==> src/rtl/main_control_fsm_pkg.sv <==
// -----------------------------------------------------------------------------
// main_control_fsm_pkg
// Shared definitions for the multicycle MIPS main controller:
//   - state encodings FETCH..JUMP (4-bit, 12 of 16 codes used)
//   - opcode constants for the supported instructions
//   - ALUOp, PCSrc and ALUSrcB select codes
//   - ctrl_t, the packed control word produced for every state
// -----------------------------------------------------------------------------
package main_control_fsm_pkg;

  localparam int OPCODE_SIZE = 6;
  localparam int STATE_WIDTH = 4;

  // State encodings. These values are visible on the State debug output,
  // so they are fixed rather than left to the synthesis tool.
  localparam logic [STATE_WIDTH-1:0] FETCH   = 4'd0;
  localparam logic [STATE_WIDTH-1:0] DECODE  = 4'd1;
  localparam logic [STATE_WIDTH-1:0] MEMADR  = 4'd2;
  localparam logic [STATE_WIDTH-1:0] MEMRD   = 4'd3;
  localparam logic [STATE_WIDTH-1:0] MEMWB   = 4'd4;
  localparam logic [STATE_WIDTH-1:0] MEMWR   = 4'd5;
  localparam logic [STATE_WIDTH-1:0] EXECUTE = 4'd6;
  localparam logic [STATE_WIDTH-1:0] ALUWB   = 4'd7;
  localparam logic [STATE_WIDTH-1:0] BRANCH  = 4'd8;
  localparam logic [STATE_WIDTH-1:0] ADDIEX  = 4'd9;
  localparam logic [STATE_WIDTH-1:0] ADDIWB  = 4'd10;
  localparam logic [STATE_WIDTH-1:0] JUMP    = 4'd11;

  // Instruction opcodes, Instr[31:26]
  localparam logic [OPCODE_SIZE-1:0] OP_RTYPE = 6'b000000;
  localparam logic [OPCODE_SIZE-1:0] OP_LW    = 6'b100011;
  localparam logic [OPCODE_SIZE-1:0] OP_SW    = 6'b101011;
  localparam logic [OPCODE_SIZE-1:0] OP_BEQ   = 6'b000100;
  localparam logic [OPCODE_SIZE-1:0] OP_ADDI  = 6'b001000;
  localparam logic [OPCODE_SIZE-1:0] OP_J     = 6'b000010;

  // ALUOp codes consumed by the downstream ALU decoder
  localparam logic [1:0] ALUOP_ADD   = 2'b00;
  localparam logic [1:0] ALUOP_SUB   = 2'b01;
  localparam logic [1:0] ALUOP_FUNCT = 2'b10;

  // PC source select
  localparam logic [1:0] PCSRC_ALURESULT = 2'b00;
  localparam logic [1:0] PCSRC_ALUOUT    = 2'b01;
  localparam logic [1:0] PCSRC_JUMP      = 2'b10;

  // ALU B operand select
  localparam logic [1:0] SRCB_REG     = 2'b00;
  localparam logic [1:0] SRCB_FOUR    = 2'b01;
  localparam logic [1:0] SRCB_IMM     = 2'b10;
  localparam logic [1:0] SRCB_IMM_SH2 = 2'b11;

  // Full datapath control word for one state
  typedef struct packed {
    logic       iord;
    logic       mem_write;
    logic       ir_write;
    logic       pc_write;
    logic       branch;
    logic [1:0] pc_src;
    logic       alu_src_a;
    logic [1:0] alu_src_b;
    logic [1:0] alu_op;
    logic       reg_dst;
    logic       mem_to_reg;
    logic       reg_write;
  } ctrl_t;

  // Control word of the FETCH state; also used for reset and for the
  // unused state codes so those never drive a stray write.
  function automatic ctrl_t fetch_ctrl();
    ctrl_t c;
    c           = '0;
    c.ir_write  = 1'b1;
    c.pc_write  = 1'b1;
    c.alu_src_b = SRCB_FOUR;
    c.alu_op    = ALUOP_ADD;
    c.pc_src    = PCSRC_ALURESULT;
    return c;
  endfunction

endpackage

==> src/rtl/main_control_fsm_if.sv <==
// -----------------------------------------------------------------------------
// main_control_fsm_if
// Bundle between the main controller and the multicycle datapath.
//   Op        : opcode from the instruction register (datapath -> controller)
//   IorD, MemWrite, IRWrite, PCWrite, Branch, PCSrc,
//   ALUSrcA, ALUSrcB, ALUOp, RegDst, MemtoReg, RegWrite
//             : datapath controls (controller -> datapath)
//   State     : current controller state, debug/verification only
// Modports:
//   master : the controller side
//   slave  : the datapath side
// -----------------------------------------------------------------------------
interface main_control_fsm_if #(
  parameter int Opcode_Size = main_control_fsm_pkg::OPCODE_SIZE,
  parameter int State_Width = main_control_fsm_pkg::STATE_WIDTH
);

  logic [Opcode_Size-1:0] Op;
  logic                   IorD;
  logic                   MemWrite;
  logic                   IRWrite;
  logic                   PCWrite;
  logic                   Branch;
  logic [1:0]             PCSrc;
  logic                   ALUSrcA;
  logic [1:0]             ALUSrcB;
  logic [1:0]             ALUOp;
  logic                   RegDst;
  logic                   MemtoReg;
  logic                   RegWrite;
  logic [State_Width-1:0] State;

  modport master (
    input  Op,
    output IorD, MemWrite, IRWrite, PCWrite, Branch, PCSrc,
    output ALUSrcA, ALUSrcB, ALUOp, RegDst, MemtoReg, RegWrite,
    output State
  );

  modport slave (
    output Op,
    input  IorD, MemWrite, IRWrite, PCWrite, Branch, PCSrc,
    input  ALUSrcA, ALUSrcB, ALUOp, RegDst, MemtoReg, RegWrite,
    input  State
  );

endinterface

==> src/rtl/main_control_fsm_control_word_decoder.sv <==
// -----------------------------------------------------------------------------
// main_control_fsm_control_word_decoder
// Purely combinational Moore output map: current state -> control word.
//   state : current controller state
//   ctrl  : control word for that state (fields not set in a row stay 0)
// Unused codes 12..15 decode as FETCH, matching where the FSM goes next.
// -----------------------------------------------------------------------------
module main_control_fsm_control_word_decoder
  import main_control_fsm_pkg::*;
(
  input  logic [STATE_WIDTH-1:0] state,
  output ctrl_t                  ctrl
);

  always_comb begin
    ctrl = '0;
    case (state)
      FETCH: begin
        ctrl = fetch_ctrl();
      end
      DECODE: begin
        // PC+4 is already in PC; ALUOut receives the branch target here.
        ctrl.alu_src_b = SRCB_IMM_SH2;
        ctrl.alu_op    = ALUOP_ADD;
      end
      MEMADR: begin
        ctrl.alu_src_a = 1'b1;
        ctrl.alu_src_b = SRCB_IMM;
        ctrl.alu_op    = ALUOP_ADD;
      end
      MEMRD: begin
        ctrl.iord = 1'b1;
      end
      MEMWB: begin
        ctrl.reg_write  = 1'b1;
        ctrl.mem_to_reg = 1'b1;
        ctrl.reg_dst    = 1'b0;
      end
      MEMWR: begin
        ctrl.iord      = 1'b1;
        ctrl.mem_write = 1'b1;
      end
      EXECUTE: begin
        ctrl.alu_src_a = 1'b1;
        ctrl.alu_src_b = SRCB_REG;
        ctrl.alu_op    = ALUOP_FUNCT;
      end
      ALUWB: begin
        ctrl.reg_write  = 1'b1;
        ctrl.reg_dst    = 1'b1;
        ctrl.mem_to_reg = 1'b0;
      end
      BRANCH: begin
        // Compare rs/rt by subtraction; PC takes ALUOut (target) when Zero.
        ctrl.alu_src_a = 1'b1;
        ctrl.alu_src_b = SRCB_REG;
        ctrl.alu_op    = ALUOP_SUB;
        ctrl.branch    = 1'b1;
        ctrl.pc_src    = PCSRC_ALUOUT;
      end
      ADDIEX: begin
        ctrl.alu_src_a = 1'b1;
        ctrl.alu_src_b = SRCB_IMM;
        ctrl.alu_op    = ALUOP_ADD;
      end
      ADDIWB: begin
        ctrl.reg_write  = 1'b1;
        ctrl.reg_dst    = 1'b0;
        ctrl.mem_to_reg = 1'b0;
      end
      JUMP: begin
        ctrl.pc_write = 1'b1;
        ctrl.pc_src   = PCSRC_JUMP;
      end
      default: begin
        ctrl = fetch_ctrl();
      end
    endcase
  end

endmodule

==> src/rtl/main_control_fsm.sv <==
// -----------------------------------------------------------------------------
// main_control_fsm
// Multicycle MIPS main controller (Moore machine). Sequences each instruction
// through fetch / decode / execute / memory / writeback and drives every
// datapath enable and mux select from the current state only.
//   clk : system clock, rising edge
//   rst : asynchronous active-high reset, returns to FETCH immediately
//   bus : main_control_fsm_if.master -- Op in, all controls and State out
// Cycles per instruction: lw 5, sw 4, R-type 4, addi 4, beq 3, j 3,
// illegal opcode 2 (FETCH, DECODE, back to FETCH with no write).
// -----------------------------------------------------------------------------
module main_control_fsm
  import main_control_fsm_pkg::*;
#(
  parameter int Opcode_Size = OPCODE_SIZE,
  parameter int State_Width = STATE_WIDTH
) (
  input logic                clk,
  input logic                rst,
  main_control_fsm_if.master bus
);

  logic [STATE_WIDTH-1:0] state_reg;
  logic [STATE_WIDTH-1:0] state_next;
  ctrl_t                  ctrl;

  // State register
  always_ff @(posedge clk or posedge rst) begin
    if (rst) begin
      state_reg <= FETCH;
    end else begin
      state_reg <= state_next;
    end
  end

  // Next-state logic. Op is only looked at in DECODE and MEMADR; the IR
  // loads only in FETCH, so Op is stable in both.
  always_comb begin
    state_next = FETCH;
    case (state_reg)
      FETCH: begin
        state_next = DECODE;
      end
      DECODE: begin
        case (bus.Op)
          Opcode_Size'(OP_LW),
          Opcode_Size'(OP_SW):    state_next = MEMADR;
          Opcode_Size'(OP_RTYPE): state_next = EXECUTE;
          Opcode_Size'(OP_BEQ):   state_next = BRANCH;
          Opcode_Size'(OP_ADDI):  state_next = ADDIEX;
          Opcode_Size'(OP_J):     state_next = JUMP;
          // Unknown opcode: drop the instruction, nothing written.
          default:                state_next = FETCH;
        endcase
      end
      MEMADR: begin
        state_next = (bus.Op == Opcode_Size'(OP_LW)) ? MEMRD : MEMWR;
      end
      MEMRD: begin
        state_next = MEMWB;
      end
      EXECUTE: begin
        state_next = ALUWB;
      end
      ADDIEX: begin
        state_next = ADDIWB;
      end
      // MEMWB, MEMWR, ALUWB, ADDIWB, BRANCH, JUMP and the unused codes
      // 12..15 all return to FETCH.
      default: begin
        state_next = FETCH;
      end
    endcase
  end

  // Output logic: state -> control word
  main_control_fsm_control_word_decoder u_decoder (
    .state (state_reg),
    .ctrl  (ctrl)
  );

  assign bus.IorD     = ctrl.iord;
  assign bus.MemWrite = ctrl.mem_write;
  assign bus.IRWrite  = ctrl.ir_write;
  assign bus.PCWrite  = ctrl.pc_write;
  assign bus.Branch   = ctrl.branch;
  assign bus.PCSrc    = ctrl.pc_src;
  assign bus.ALUSrcA  = ctrl.alu_src_a;
  assign bus.ALUSrcB  = ctrl.alu_src_b;
  assign bus.ALUOp    = ctrl.alu_op;
  assign bus.RegDst   = ctrl.reg_dst;
  assign bus.MemtoReg = ctrl.mem_to_reg;
  assign bus.RegWrite = ctrl.reg_write;
  assign bus.State    = State_Width'(state_reg);

endmodule

==> src/flat_wrapper.sv <==
// flat-port wrapper written by rule: the top's interface ports become plain ports
module main_control_fsm_flat import main_control_fsm_pkg::*;
#(
  parameter int Opcode_Size = OPCODE_SIZE,
  parameter int State_Width = STATE_WIDTH
)
  (clk, rst, bus_Op, bus_IorD, bus_MemWrite, bus_IRWrite, bus_PCWrite, bus_Branch, bus_PCSrc, bus_ALUSrcA, bus_ALUSrcB, bus_ALUOp, bus_RegDst, bus_MemtoReg, bus_RegWrite, bus_State);
  main_control_fsm_if #(.Opcode_Size(Opcode_Size), .State_Width(State_Width)) bus_i ();
  input logic clk;
  input logic rst;
  input wire logic [$bits(bus_i.Op)-1:0] bus_Op;
  output wire logic [$bits(bus_i.IorD)-1:0] bus_IorD;
  output wire logic [$bits(bus_i.MemWrite)-1:0] bus_MemWrite;
  output wire logic [$bits(bus_i.IRWrite)-1:0] bus_IRWrite;
  output wire logic [$bits(bus_i.PCWrite)-1:0] bus_PCWrite;
  output wire logic [$bits(bus_i.Branch)-1:0] bus_Branch;
  output wire logic [$bits(bus_i.PCSrc)-1:0] bus_PCSrc;
  output wire logic [$bits(bus_i.ALUSrcA)-1:0] bus_ALUSrcA;
  output wire logic [$bits(bus_i.ALUSrcB)-1:0] bus_ALUSrcB;
  output wire logic [$bits(bus_i.ALUOp)-1:0] bus_ALUOp;
  output wire logic [$bits(bus_i.RegDst)-1:0] bus_RegDst;
  output wire logic [$bits(bus_i.MemtoReg)-1:0] bus_MemtoReg;
  output wire logic [$bits(bus_i.RegWrite)-1:0] bus_RegWrite;
  output wire logic [$bits(bus_i.State)-1:0] bus_State;
  assign bus_i.Op = bus_Op;
  assign bus_IorD = bus_i.IorD;
  assign bus_MemWrite = bus_i.MemWrite;
  assign bus_IRWrite = bus_i.IRWrite;
  assign bus_PCWrite = bus_i.PCWrite;
  assign bus_Branch = bus_i.Branch;
  assign bus_PCSrc = bus_i.PCSrc;
  assign bus_ALUSrcA = bus_i.ALUSrcA;
  assign bus_ALUSrcB = bus_i.ALUSrcB;
  assign bus_ALUOp = bus_i.ALUOp;
  assign bus_RegDst = bus_i.RegDst;
  assign bus_MemtoReg = bus_i.MemtoReg;
  assign bus_RegWrite = bus_i.RegWrite;
  assign bus_State = bus_i.State;
  main_control_fsm #(.Opcode_Size(Opcode_Size), .State_Width(State_Width)) u_core (.clk(clk), .rst(rst), .bus(bus_i));
endmodule
==> config.mk <==
export PLATFORM = sky130hd
export DESIGN_NAME = main_control_fsm_flat
export DESIGN_NICKNAME = d
export VERILOG_FILES = /design/src/rtl/main_control_fsm_pkg.sv /design/src/rtl/main_control_fsm_if.sv /design/src/rtl/main_control_fsm_control_word_decoder.sv /design/src/rtl/main_control_fsm.sv /design/src/flat_wrapper.sv
export SDC_FILE = /design/constraint.sdc
export NUM_CORES = 1
export LEC_CHECK = 0
export BUFFER_PORTS_ARGS = -buffer_cell sky130_fd_sc_hd__clkbuf_2
export CORE_MARGIN = 5
export CORE_UTILIZATION = 30
export CTS_CLUSTER_SIZE = 20
export DETAILED_ROUTE_END_ITERATION = 16
export GPL_ROUTABILITY_DRIVEN = 1
export PLACE_DENSITY_LB_ADDON = 0.25
export RECOVER_POWER = 100
export SYNTH_ARGS = -nofsm -noshare
export SYNTH_HDL_FRONTEND = slang
export SYNTH_SLANG_ARGS = --single-unit
==> constraint.sdc <==
create_clock -name clk -period 1.6 [get_ports clk]
set_input_delay 0.4 -clock clk [delete_from_list [all_inputs] [get_ports clk]]
set_output_delay 0.4 -clock clk [all_outputs]
set_load 0.02 [all_outputs]
==> reports/metrics.csv, run 1 <==
stage;metric;value;unit
global_route;global-route wire length before repair;2120;µm
timing;Slew Limit Headroom;0.820;
die;overall die height;48.0;µm
detailed_routing;length of the first detailed-routing pass in iterations;4;
placement;post-DP HPWL;1030;µm
pwr;leakage power summed over all cells;0.403;nW
finish;post-layout instance count excluding filler cells;110;
placement;Cells after DPL;102;
timing;unrepaired setup endpoints after global routing;yes;
logic_synthesis;instance count of the mapped netlist;58;
critical_path;Setup Crit Path Kind;flip-flop to output port;
finish;footprint of the multi-input gates;360;µm²
timing;Max Clk Rate;0.543;GHz
critical_path;CP cell instances;or4_4 -> o21ai_2 -> clkbuf_8;
critical_path;critical path startpoint category;flip-flop;
critical_path;path depth of the worst reg2reg path;6;
placement;number of buffers added on ports;26;
logic_synthesis;post-synthesis sequential area ratio;0.231;
critical_path;highest cell delay on the worst timing path;0.56;ns
run;number of max-capacitance violations reported;0;
detailed_routing;DRC violation count after routing;0;
global_route;antenna violations before repair;0;
clock_network;cell at the root of the clock tree;sky130_fd_sc_hd__clkbuf_4;
worst_hold_path;type of the tightest min-delay check;primary input to asynchronous set/reset pin;
finish;sequential cell area;103;µm²
finish;diode insertion count for antenna repair;0;
clock_network;TritonCTS sink count;4;
outcome;result of the run;finished, violations left;
clock_network;clock-pin slew of the registers on the worst-case setup and hold paths;0.04;ns
outcome;violated checks;setup timing;
timing;worst slew pin tran;0.268;ns
finish;Filler Cell Count;131;
critical_path;worst reg2reg startpoint;u_core.bus.State[1];
logic_synthesis;Post-Synthesis Net Count;66;
finish;Finished Core Util;0.630;
timing;Period Utilization, post-route;1.15;
die;Die X;48.0;µm
detailed_routing;routed wirelength normalized by instance count;12.4;µm
critical_path;crit path capture type;output port;
detailed_routing;violation count after the first detailed-route iteration;12;
placement;global placement routability congestion;0.819;
timing;Slew Viols, Final;0;
detailed_routing;post-detailed-route via-to-cell ratio;5.15;
clock_network;hold_buf cts;0;
clock_network;Max H-tree Level;1;
pwr;total power divided by cell area;1350;nW/µm²
timing;final number of setup-violating endpoints;13;
finish;fin nets;105;
global_route;residual overflow from global routing;0;
timing;final worst path period need;1.84;ns
timing;final worst clock skew;0.00254;ns
die;effective utilization at floorplan;0.325;
global_route;maximum number of pins on one net before global-route repair;13;
detailed_routing;number of nets still failing antenna checks after routing;0;
clock_network;TritonCTS clock tree;built;
critical_path;minimum setup slack among reg-to-reg paths;0.27;ns
logic_synthesis;Avg Inst Size Synth;7.46;µm²
logic_synthesis;cell area after synthesis;433;µm²
finish;number of flip-flops under the largest register name;4;
logic_synthesis;number of library cell types mapped by synthesis;29;
clock_network;clock buffers created by TritonCTS;3;
die;Boundary Pins;27;
detailed_routing;number of vias after detailed routing;567;
finish;synthesis-to-finish area growth;94.2;%
pwr;maximum vdd drop;643;µV
clock_network;clock latency on the worst-skew pair;0.23;ns
critical_path;crit path launch;u_core.bus.State[0];
timing;PnR worst setup slack;-0.242;ns
die;standard-cell row count;13;
critical_path;Worst path slowest cell;sky130_fd_sc_hd__or4_4;
critical_path;Arrival @ worst endpoint;1.44;ns
critical_path;Worst Path Required;1.20;ns
die;Total Die Area;2300;µm²
global_route;overall fraction of global-route tracks in use;0.134;
logic_synthesis;total of warnings raised by yosys;0;
global_route;via count of the first global-routing pass;496;
die;core area;1330;µm²
critical_path;largest driver fanout on the critical path;4;
detailed_routing;total length of routed wires;1370;µm
clock_network;maximum root-to-sink buffer count;2;
pwr;sum of internal, switching and leakage power;1.14;mW
logic_synthesis;synthesized flop and latch total;4;
finish;fraction of layout cells with a size suffix above 1;0.632;
timing;Hold Violations, Final;0;
-- area by class of cell --
cell class	instances	share of cell area
flip-flops and latches	4	0.122
repair buffers	39	0.382
multi-input cells	45	0.429
inverters	4	0.0179
well taps	15	0.0223
clock buffers	3	0.0268
-- through the flow --
step	setup WS [ns]	TNS (ns)	hold slack, ns	instance area [µm²]
3_5_place_dp	-0.0305	-0.0607	0.266	651
3_3_place_gp	-0.0201	-0.0383	0.263	651
6_report	-0.242	-1.35	0.0181	841
5_1_grt	-0.286	-2.14	0.0343	841
2_1_floorplan	-0.0383	-0.106	0.166	478
4_1_cts	-0.230	-1.54	0.0171	808
-- cell families after synthesis --
| logic type | after synthesis | share of synthesized area |
|---|---|---|
| simple gates | 30 | 0.379 |
| compound gates | 12 | 0.208 |
| buf+inv | 9 | 0.118 |
| flops | 4 | 0.231 |
| xor+xnor | 2 | 0.0405 |
| mux | 1 | 0.0231 |
-- layout by cell type (no fill, tap or decap), drive strengths merged --
cell,count
or3,2
a41oi,1
nand2b,2
o211ai,1
nand2,7
clkbuf,24
mux2i,1
a221oi,1
a21oi,3
nor2,7
or4,1
xor2,2
a311oi,2
nor3b,1
nor3,5
nand4,1
nand3,2
inv,4
and3,2
dfrtp,4
o21ai,2
o221ai,1
a21o,1
buf,18
-- synth_stat cells (all sizes together) --
library cell | instances | area share
o221ai | 1 | 0.035
nand3 | 2 | 0.023
o211ai | 1 | 0.017
inv | 4 | 0.035
mux2i | 1 | 0.023
and3 | 2 | 0.029
xor2 | 2 | 0.040
nand2 | 7 | 0.066
or4 | 1 | 0.017
dfrtp | 4 | 0.23
nor2 | 7 | 0.061
a221oi | 1 | 0.020
nand4 | 1 | 0.014
a21o | 1 | 0.017
nor3b | 1 | 0.017
or3 | 2 | 0.040
o21ai | 2 | 0.023
buf | 5 | 0.084
a21oi | 3 | 0.035
nand2b | 2 | 0.029
a311oi | 2 | 0.040
nor3 | 5 | 0.081
a41oi | 1 | 0.020
-- layer usage --
metal / vias to the layer above / track usage / share of wire
li1: 286 / - / -
met1: 258 / 0.149 / 0.40
met2: 23 / 0.227 / 0.53
met3: 0 / 0.0338 / 0.077
met4: 0 / 0.0806 / 0
met5: - / 0 / 0
-- final timing paths --
path                                       endpoint
worst min-delay path            u_core.bus.State[2]
max in group asynchronous       u_core.bus.State[3]
worst max-delay path                    bus_PCWrite
worst min register to register  u_core.bus.State[0]
min in group clk                u_core.bus.State[3]
worst max register to register  u_core.bus.State[1]
-- power by group --
part,switching (mW),internal (mW),total [mW]
Combinational,0.435,0.419,0.854
Clock,0.0409,0.0839,0.125
Sequential,0.0295,0.127,0.156
-- what timing repair did --
item                                    CTS  global route
endpoints found under the setup margin   15            15
buffers inserted                          5             2
pin swaps                                 2             4
gates resized for setup                  27            10
-- critical path: cells and delay by family, from the launching register on --
family          cells  cell delay [ns]
compound gates      1             0.08
buf+inv             1             0.15
flops               1             0.42
simple gates        1             0.56
(Power assumes the default switching activity.)
==> run 2, diff against run 1 <==
==> constraint.sdc (replaced) <==
create_clock -name clk -period 1.6 [get_ports clk]
set_input_delay 0.4 -clock clk [delete_from_list [all_inputs] [get_ports clk]]
set_output_delay 0.4 -clock clk [all_outputs]
set_load 0.005 [all_outputs]
==> run 2 against run 1 <==
Effect of this change: the run still ends with setup timing left; critical path depth stayed put; fmax is 5.0% higher; critical endpoint unchanged; first-iteration DRC count is 58% lower; clock skew is 0.0016 ns lower; register-to-register slack better by 0.16 ns; count of clock-buffer cells in the layout stayed put.
==> reports/metrics.csv, run 2 (same netlist as run 1, synthesis figures left out) <==
stage;metric;value;unit;change
global_route;antenna violations before repair;0;;unchanged
critical_path;combined buffer and inverter count along the critical path;1;;unchanged
detailed_routing;number of nets still failing antenna checks after routing;0;;unchanged
die;core area;1330;µm²;unchanged
pwr;maximum vdd drop;345;µV;-46%
critical_path;CP cell instances;or4_4 -> o21ai_1 -> buf_2;;
timing;final worst clock skew;0.000922;ns;-0.00161 ns
critical_path;minimum setup slack among reg-to-reg paths;0.43;ns;+0.16 ns
clock_network;TritonCTS sink count;4;;unchanged
timing;final number of setup-violating endpoints;9;;-4
timing;unrepaired setup endpoints after global routing;yes;;
finish;fin nets;100;;-4.8%
critical_path;Worst path slowest cell;sky130_fd_sc_hd__or4_4;;
timing;Period Utilization, post-route;1.10;;-0.0550
finish;fraction of layout cells with a size suffix above 1;0.522;;-0.109
clock_network;Max H-tree Level;1;;unchanged
clock_network;TritonCTS clock tree;built;;
detailed_routing;post-detailed-route via-to-cell ratio;5.00;;-3.0%
finish;number of flip-flops under the largest register name;4;;unchanged
finish;Finished Core Util;0.488;;-0.143
placement;Cells after DPL;100;;-2.0%
critical_path;path depth of the worst reg2reg path;4;;-2
finish;synthesis-to-finish area growth;50.3;%;
pwr;total power divided by cell area;1120;nW/µm²;-17%
die;Die X;48.0;µm;unchanged
pwr;leakage power summed over all cells;0.342;nW;-15%
critical_path;Arrival @ worst endpoint;1.35;ns;-0.09 ns
die;Total Die Area;2300;µm²;unchanged
finish;most frequent cells in the layout;sky130_fd_sc_hd__clkbuf_2, sky130_fd_sc_hd__nor2_1, sky130_fd_sc_hd__nand2_1, sky130_fd_sc_hd__buf_4, sky130_fd_sc_hd__clkbuf_4;;
clock_network;hold_buf cts;0;;unchanged
run;number of max-capacitance violations reported;0;;unchanged
detailed_routing;DRC violation count after routing;0;;unchanged
timing;final worst path period need;1.75;ns;-0.0880 ns
global_route;overall fraction of global-route tracks in use;0.112;;-0.0219
outcome;result of the run;finished, violations left;;
timing;Max Clk Rate;0.570;GHz;+5.0%
critical_path;Worst Path Required;1.20;ns;about the same
timing;worst slew pin tran;0.270;ns;+0.00238 ns
clock_network;cell at the root of the clock tree;sky130_fd_sc_hd__clkbuf_4;;
critical_path;highest cell delay on the worst timing path;0.54;ns;-0.02 ns
pwr;sum of internal, switching and leakage power;0.730;mW;-36%
die;overall die height;48.0;µm;unchanged
finish;post-layout instance count excluding filler cells;105;;-4.5%
worst_hold_path;type of the tightest min-delay check;primary input to asynchronous set/reset pin;;
timing;Slew Limit Headroom;0.819;;-0.00176
detailed_routing;number of vias after detailed routing;525;;-7.4%
finish;diode insertion count for antenna repair;0;;unchanged
clock_network;clock latency on the worst-skew pair;0.23;ns;about the same
critical_path;worst reg2reg startpoint;u_core.bus.State[1];;
placement;post-DP HPWL;967;µm;-6.5%
die;standard-cell row count;13;;unchanged
critical_path;critical path startpoint category;flip-flop;;
outcome;violated checks;setup timing;;
critical_path;largest driver fanout on the critical path;3;;-1
placement;global placement routability congestion;0.770;;-6.0%
detailed_routing;total length of routed wires;1200;µm;-13%
detailed_routing;length of the first detailed-routing pass in iterations;4;;unchanged
detailed_routing;routed wirelength normalized by instance count;11.4;µm;-8.4%
critical_path;Setup Crit Path Kind;flip-flop to output port;;
global_route;via count of the first global-routing pass;459;;-7.5%
critical_path;Critical R2R Capture;u_core.bus.State[1];;
global_route;residual overflow from global routing;0;;unchanged
timing;PnR worst setup slack;-0.154;ns;+0.0880 ns
detailed_routing;violation count after the first detailed-route iteration;5;;-7
die;effective utilization at floorplan;0.325;;unchanged
global_route;maximum number of pins on one net before global-route repair;13;;unchanged
placement;number of buffers added on ports;26;;unchanged
clock_network;clock buffers created by TritonCTS;3;;unchanged
global_route;global-route wire length before repair;1880;µm;-11%
clock_network;clock-pin slew of the registers on the worst-case setup and hold paths;0.04;ns;about the same
timing;Hold Violations, Final;0;;unchanged
clock_network;maximum root-to-sink buffer count;2;;unchanged
finish;commonest non-fill, non-tap cell in the layout;sky130_fd_sc_hd__clkbuf_2;;
critical_path;crit path capture type;output port;;
timing;Slew Viols, Final;0;;unchanged
die;Boundary Pins;27;;unchanged
critical_path;Top delay family on crit path;simple AND/OR/NAND/NOR gates;;
run 2: cell types whose count changed in the layout (fill, tap and decap cells not counted), sizes merged:
cell and delta:
clkbuf +5, buf -10
run 2: layout make-up:
type	instances	area, µm²
repair buffers	34	186
well taps	15	18.8
inverters	4	15.0
clock buffers	3	22.5
flip-flops and latches	4	101
fillers	139	683
multi-input cells	45	307
run 2: repair_timing:
| action | 4_1_cts | 5_1_grt |
|---|---|---|
| gates resized for setup | 6 | 5 |
| buffers inserted | 2 | 0 |
| setup endpoints to repair | 10 | 15 |
| pin swaps | 0 | 0 |
run 2: metrics by stage:
| step | hold WS [ns] | TNS [ns] | instance area [µm²] | setup slack (ns) |
|---|---|---|---|---|
| floorplan | 0.166 | 0 | 433 | 0.125 |
| global placement | 0.261 | 0 | 591 | 0.0675 |
| detailed placement | 0.261 | 0 | 591 | 0.0500 |
| CTS | 0.0152 | -0.845 | 647 | -0.181 |
| global route | 0.0243 | -1.49 | 651 | -0.202 |
| finish | 0.0190 | -0.717 | 651 | -0.154 |
run 2: worst max path at each step:
stage	startpoint	end	slack [ns]	cells after the start
4_1_cts	u_core.bus.State[1]	bus_PCWrite	-0.18	3
6_report	u_core.bus.State[1]	bus_PCWrite	-0.15	3
5_1_grt	u_core.bus.State[1]	bus_ALUSrcB[0]	-0.20	4
2_1_floorplan	u_core.bus.State[0]	bus_ALUOp[0]	0.12	3
3_3_place_gp	u_core.bus.State[0]	bus_PCWrite	0.07	3
3_5_place_dp	u_core.bus.State[0]	bus_PCWrite	0.05	3
run 2: layer usage:
| layer | global-route usage | vias to the layer above | routed length (µm) |
|---|---|---|---|
| met4 | 0.0323 | 0 | 0 |
| met3 | 0.0150 | 0 | 145 |
| met2 | 0.187 | 23 | 535 |
| li1 | - | 277 | - |
| met1 | 0.149 | 225 | 514 |
| met5 | 0 | - | 0 |
run 2: report_power, final:
group          total, mW  internal [mW]  leakage [nW]  switching (mW)
clock network      0.119         0.0835        0.0138          0.0357
registers          0.151          0.125        0.0515          0.0262
logic              0.459          0.224         0.277           0.236
total              0.730          0.432         0.342           0.298
==> run 3, diff against run 2 <==
--- a/config.mk
+++ b/config.mk
@@ -5,6 +5,7 @@
 export SDC_FILE = /design/constraint.sdc
 export NUM_CORES = 1
 export LEC_CHECK = 0
+export ABC_AREA = 1
 export BUFFER_PORTS_ARGS = -buffer_cell sky130_fd_sc_hd__clkbuf_2
 export CORE_MARGIN = 5
 export CORE_UTILIZATION = 30
@@ -15,4 +16,5 @@
 export RECOVER_POWER = 100
 export SYNTH_ARGS = -nofsm -noshare
 export SYNTH_HDL_FRONTEND = slang
+export SYNTH_HIERARCHICAL = 1
 export SYNTH_SLANG_ARGS = --single-unit
==> constraint.sdc (replaced) <==
create_clock -name clk -period 1.6 [get_ports clk]
set_input_delay 0 -clock clk [delete_from_list [all_inputs] [get_ports clk]]
set_output_delay 0 -clock clk [all_outputs]
set_load 0.005 [all_outputs]
==> run 3 against run 2 <==
Effect of this change: final area is 0.38% lower; the run now ends clean; wire length is 9.4% higher; core utilization is 6.7 points lower; highest routed layer unchanged; flip-flop and latch count stayed put; synthesized cell count is 72% higher; clock skew hardly changed; critical path depth is 1 higher; sequential share of layout area is 0.13 points lower.
==> reports/metrics.csv, run 3 <==
stage;metric;value;unit;change
clock_network;clock-pin slew of the registers on the worst-case setup and hold paths;0.03;ns;about the same
clock_network;Post-CTS Setup Inserts;0;;-2
timing;final worst clock skew;0.000576;ns;-0.000346 ns
clock_network;TritonCTS clock tree;built;;
finish;post-layout instance count excluding filler cells;144;;+37%
timing;setup total negative slack;0;ns;+0.717 ns
worst_hold_path;type of the tightest min-delay check;primary input to asynchronous set/reset pin;;
global_route;met3 GRT Util;0.0266;;+0.0116
logic_synthesis;post-synthesis async set-or-reset flop share;1.00;;unchanged
logic_synthesis;primary flip-flop cell chosen by synthesis mapping;sky130_fd_sc_hd__dfrtp_1;;
timing;Period Utilization, post-route;0.834;;-0.262
global_route;met2 track utilization from global routing;0.171;;-0.0158
logic_synthesis;synthesized flop and latch total;4;;unchanged
global_route;maximum number of pins on one net before global-route repair;13;;unchanged
logic_synthesis;number of synthesized flops with an enable pin;0;;unchanged
logic_synthesis;leading post-synthesis cells by instance count;sky130_fd_sc_hd__nand2_1, sky130_fd_sc_hd__nor2_1, sky130_fd_sc_hd__inv_1;;
detailed_routing;length of the first detailed-routing pass in iterations;4;;unchanged
critical_path;minimum setup slack among reg-to-reg paths;0.47;ns;+0.04 ns
critical_path;crit path capture type;output port;;
finish;most frequent cells in the layout;sky130_fd_sc_hd__nand2_1, sky130_fd_sc_hd__nor2_1, sky130_fd_sc_hd__inv_1;;
timing;final worst path period need;1.33;ns;-0.419 ns
critical_path;Worst Setup EP;bus_PCSrc[0];;
logic_synthesis;largest area contributor in the netlist;sky130_fd_sc_hd__nand2_1;;
pwr;maximum vdd drop;468;µV;+36%
timing;PnR worst setup slack;0.266;ns;+0.419 ns
pwr;leakage power summed over all cells;0.442;nW;+29%
detailed_routing;routed wirelength normalized by instance count;9.08;µm;-20%
die;standard-cell row count;14;;+1
detailed_routing;number of nets still failing antenna checks after routing;0;;unchanged
finish;commonest non-fill, non-tap cell in the layout;sky130_fd_sc_hd__nand2_1;;
critical_path;cell repeated most along the worst path;sky130_fd_sc_hd__nor2_1;;
finish;number of flip-flops under the largest register name;4;;unchanged
clock_network;Post-CTS Resized;0;;-6
logic_synthesis;number of library cell types mapped by synthesis;11;;-62%
critical_path;Worst path slowest cell;sky130_fd_sc_hd__dfrtp_1;;
timing;unrepaired setup endpoints after global routing;no;;
clock_network;Max H-tree Level;1;;unchanged
detailed_routing;violation count after the first detailed-route iteration;5;;unchanged
critical_path;critical path startpoint category;flip-flop;;
timing;Hold Violations, Final;0;;unchanged
die;Total Die Area;2560;µm²;+11%
critical_path;largest driver fanout on the critical path;12;;+9
timing;Slew Viols, Final;0;;unchanged
critical_path;path depth of the worst reg2reg path;5;;+1
finish;Filler Cell Count;179;;+29%
logic_synthesis;Post-Synthesis Net Count;108;;+64%
global_route;layer with the highest usage;met2;;
clock_network;maximum root-to-sink buffer count;2;;unchanged
global_route;via count of the first global-routing pass;584;;+27%
detailed_routing;number of vias after detailed routing;643;;+22%
placement;worst slack after detailed placement;0.458;ns;+0.408 ns
global_route;residual overflow from global routing;0;;unchanged
clock_network;TritonCTS sink count;4;;unchanged
finish;diode insertion count for antenna repair;0;;unchanged
global_route;fraction of met1 tracks used by global routing;0.136;;-0.0131
critical_path;Setup Crit Path Kind;flip-flop to output port;;
logic_synthesis;Avg Inst Size Synth;4.95;µm²;-34%
critical_path;cell count along the critical path;4;;+1
critical_path;crit path launch;u_core/bus.State[0];;
global_route;antenna violations before repair;0;;unchanged
critical_path;worst reg2reg startpoint;u_core/bus.State[0];;
die;core area;1540;µm²;+16%
critical_path;highest cell delay on the worst timing path;0.50;ns;-0.04 ns
detailed_routing;DRC violation count after routing;0;;unchanged
logic_synthesis;total of warnings raised by yosys;6;;+6
critical_path;combined buffer and inverter count along the critical path;2;;+1
timing;Max Clk Rate;0.749;GHz;+31%
logic_synthesis;fraction of synthesized cell area taken by the top area cell type;0.212;;-0.0191
logic_synthesis;post-synthesis sequential area ratio;0.202;;-0.0292
critical_path;Top delay family on crit path;flip-flops;;
timing;worst slew pin tran;0.362;ns;+0.0923 ns
detailed_routing;total length of routed wires;1310;µm;+9.4%
die;Boundary Pins;27;;unchanged
critical_path;Worst Path Required;1.60;ns;+0.40 ns
clock_network;clock buffers created by TritonCTS;3;;unchanged
timing;Slew Limit Headroom;0.758;;-0.0602
logic_synthesis;cell area after synthesis;495;µm²;+14%
finish;fin nets;138;;+38%
critical_path;Arrival @ worst endpoint;1.33;ns;-0.02 ns
finish;fraction of layout cells with a size suffix above 1;0.172;;-0.350
global_route;global-route wire length before repair;2280;µm;+21%
clock_network;clock latency on the worst-skew pair;0.23;ns;about the same
die;Die X;50.6;µm;+5.5%
logic_synthesis;ranking of synthesized cells by area;sky130_fd_sc_hd__nand2_1, sky130_fd_sc_hd__dfrtp_1, sky130_fd_sc_hd__nor2_1;;
clock_network;cell at the root of the clock tree;sky130_fd_sc_hd__clkbuf_4;;
global_route;overall fraction of global-route tracks in use;0.106;;-0.00558
placement;post-DP HPWL;1080;µm;+12%
run;number of max-capacitance violations reported;0;;unchanged
placement;Cells after DPL;140;;+40%
finish;synthesis-to-finish area growth;30.8;%;
logic_synthesis;instance count of the mapped netlist;100;;+72%
detailed_routing;post-detailed-route via-to-cell ratio;4.47;;-11%
pwr;total power divided by cell area;967;nW/µm²;-14%
timing;final number of setup-violating endpoints;0;;-9
placement;number of buffers added on ports;26;;unchanged
placement;global placement routability congestion;0.758;;-1.5%
die;overall die height;50.6;µm;+5.5%
critical_path;CP cell instances;nor2_1 -> inv_1 -> nor2_1 -> clkbuf_2;;
logic_synthesis;most instantiated library cell after synthesis;sky130_fd_sc_hd__nand2_1;;
critical_path;Critical R2R Capture;u_core/bus.State[1];;
die;effective utilization at floorplan;0.321;;-0.00315
outcome;result of the run;complete, no violations;;
run 3: changes by cell type in the layout (fill, tap and decap cells not counted), moves of 6 or more:
cell and delta:
sky130_fd_sc_hd__nor2_1 +20, sky130_fd_sc_hd__buf_4 -6, sky130_fd_sc_hd__nand3_1 +10, sky130_fd_sc_hd__inv_1 +17, sky130_fd_sc_hd__nand2_1 +22, sky130_fd_sc_hd__clkbuf_1 +7, sky130_fd_sc_hd__clkbuf_2 -6
run 3: area by class of cell:
| type | count | area [µm²] | area share |
|---|---|---|---|
| Clock buffer | 3 | 22.5 | 0.0347 |
| Inverter | 21 | 78.8 | 0.122 |
| Multi-Input combinational cell | 73 | 297 | 0.458 |
| Sequential cell | 4 | 100 | 0.154 |
| Tap cell | 16 | 20.0 | 0.0309 |
| Timing Repair Buffer | 27 | 130 | 0.201 |
run 3: cells by family (layout without fill, tap and decap cells):
logic type / count (synthesis) / count (layout) / synth area share
compound gates: 6 / 6 / 0.0606
flops: 4 / 4 / 0.202
buf+inv: 23 / 51 / 0.189
simple gates: 67 / 67 / 0.548
run 3: worst min-delay path by stage:
stage          cells past startpoint                   to       from  slack [ns]
3_3_place_gp                       2  u_core/bus.State[0]        rst       -0.14
5_1_grt                            5  u_core/bus.State[2]  bus_Op[2]        0.20
6_report                           3  u_core/bus.State[0]        rst        0.18
3_5_place_dp                       2  u_core/bus.State[0]        rst       -0.14
2_1_floorplan                      1  u_core/bus.State[0]        rst       -0.23
4_1_cts                            5  u_core/bus.State[2]  bus_Op[2]        0.16
run 3: per-layer routing:
layer / wire length, µm / up-vias
met5: 0 / -
met3: 94 / 0
met2: 627 / 16
li1: - / 354
met1: 586 / 273
met4: 0 / 0
run 3: where the power goes:
part	internal, mW	switching, mW
logic	0.134	0.193
clock network	0.0834	0.0345
registers	0.124	0.0589
total	0.341	0.286
run 3: worst min-delay path, delay by kind of cell:
| family | cells | cell delay (ns) |
|---|---|---|
| buffers and inverters | 3 | 0.75 |
run 3: repair_timing:
item,4_1_cts,5_1_grt
endpoints found under the hold margin,4,0
endpoints found under the setup margin,0,0
hold buffers,1,0
run 3: through the flow:
stage           util  power [mW]  hold WS, ns  cell area [µm²]
2_1_floorplan      -       0.374       -0.234              495
4_1_cts        0.430       0.651        0.162              663
3_3_place_gp   0.409       0.527       -0.138              631
5_1_grt        0.420       0.697        0.201              648
6_report       0.420       0.627        0.178              648
3_5_place_dp   0.409       0.526       -0.135              631
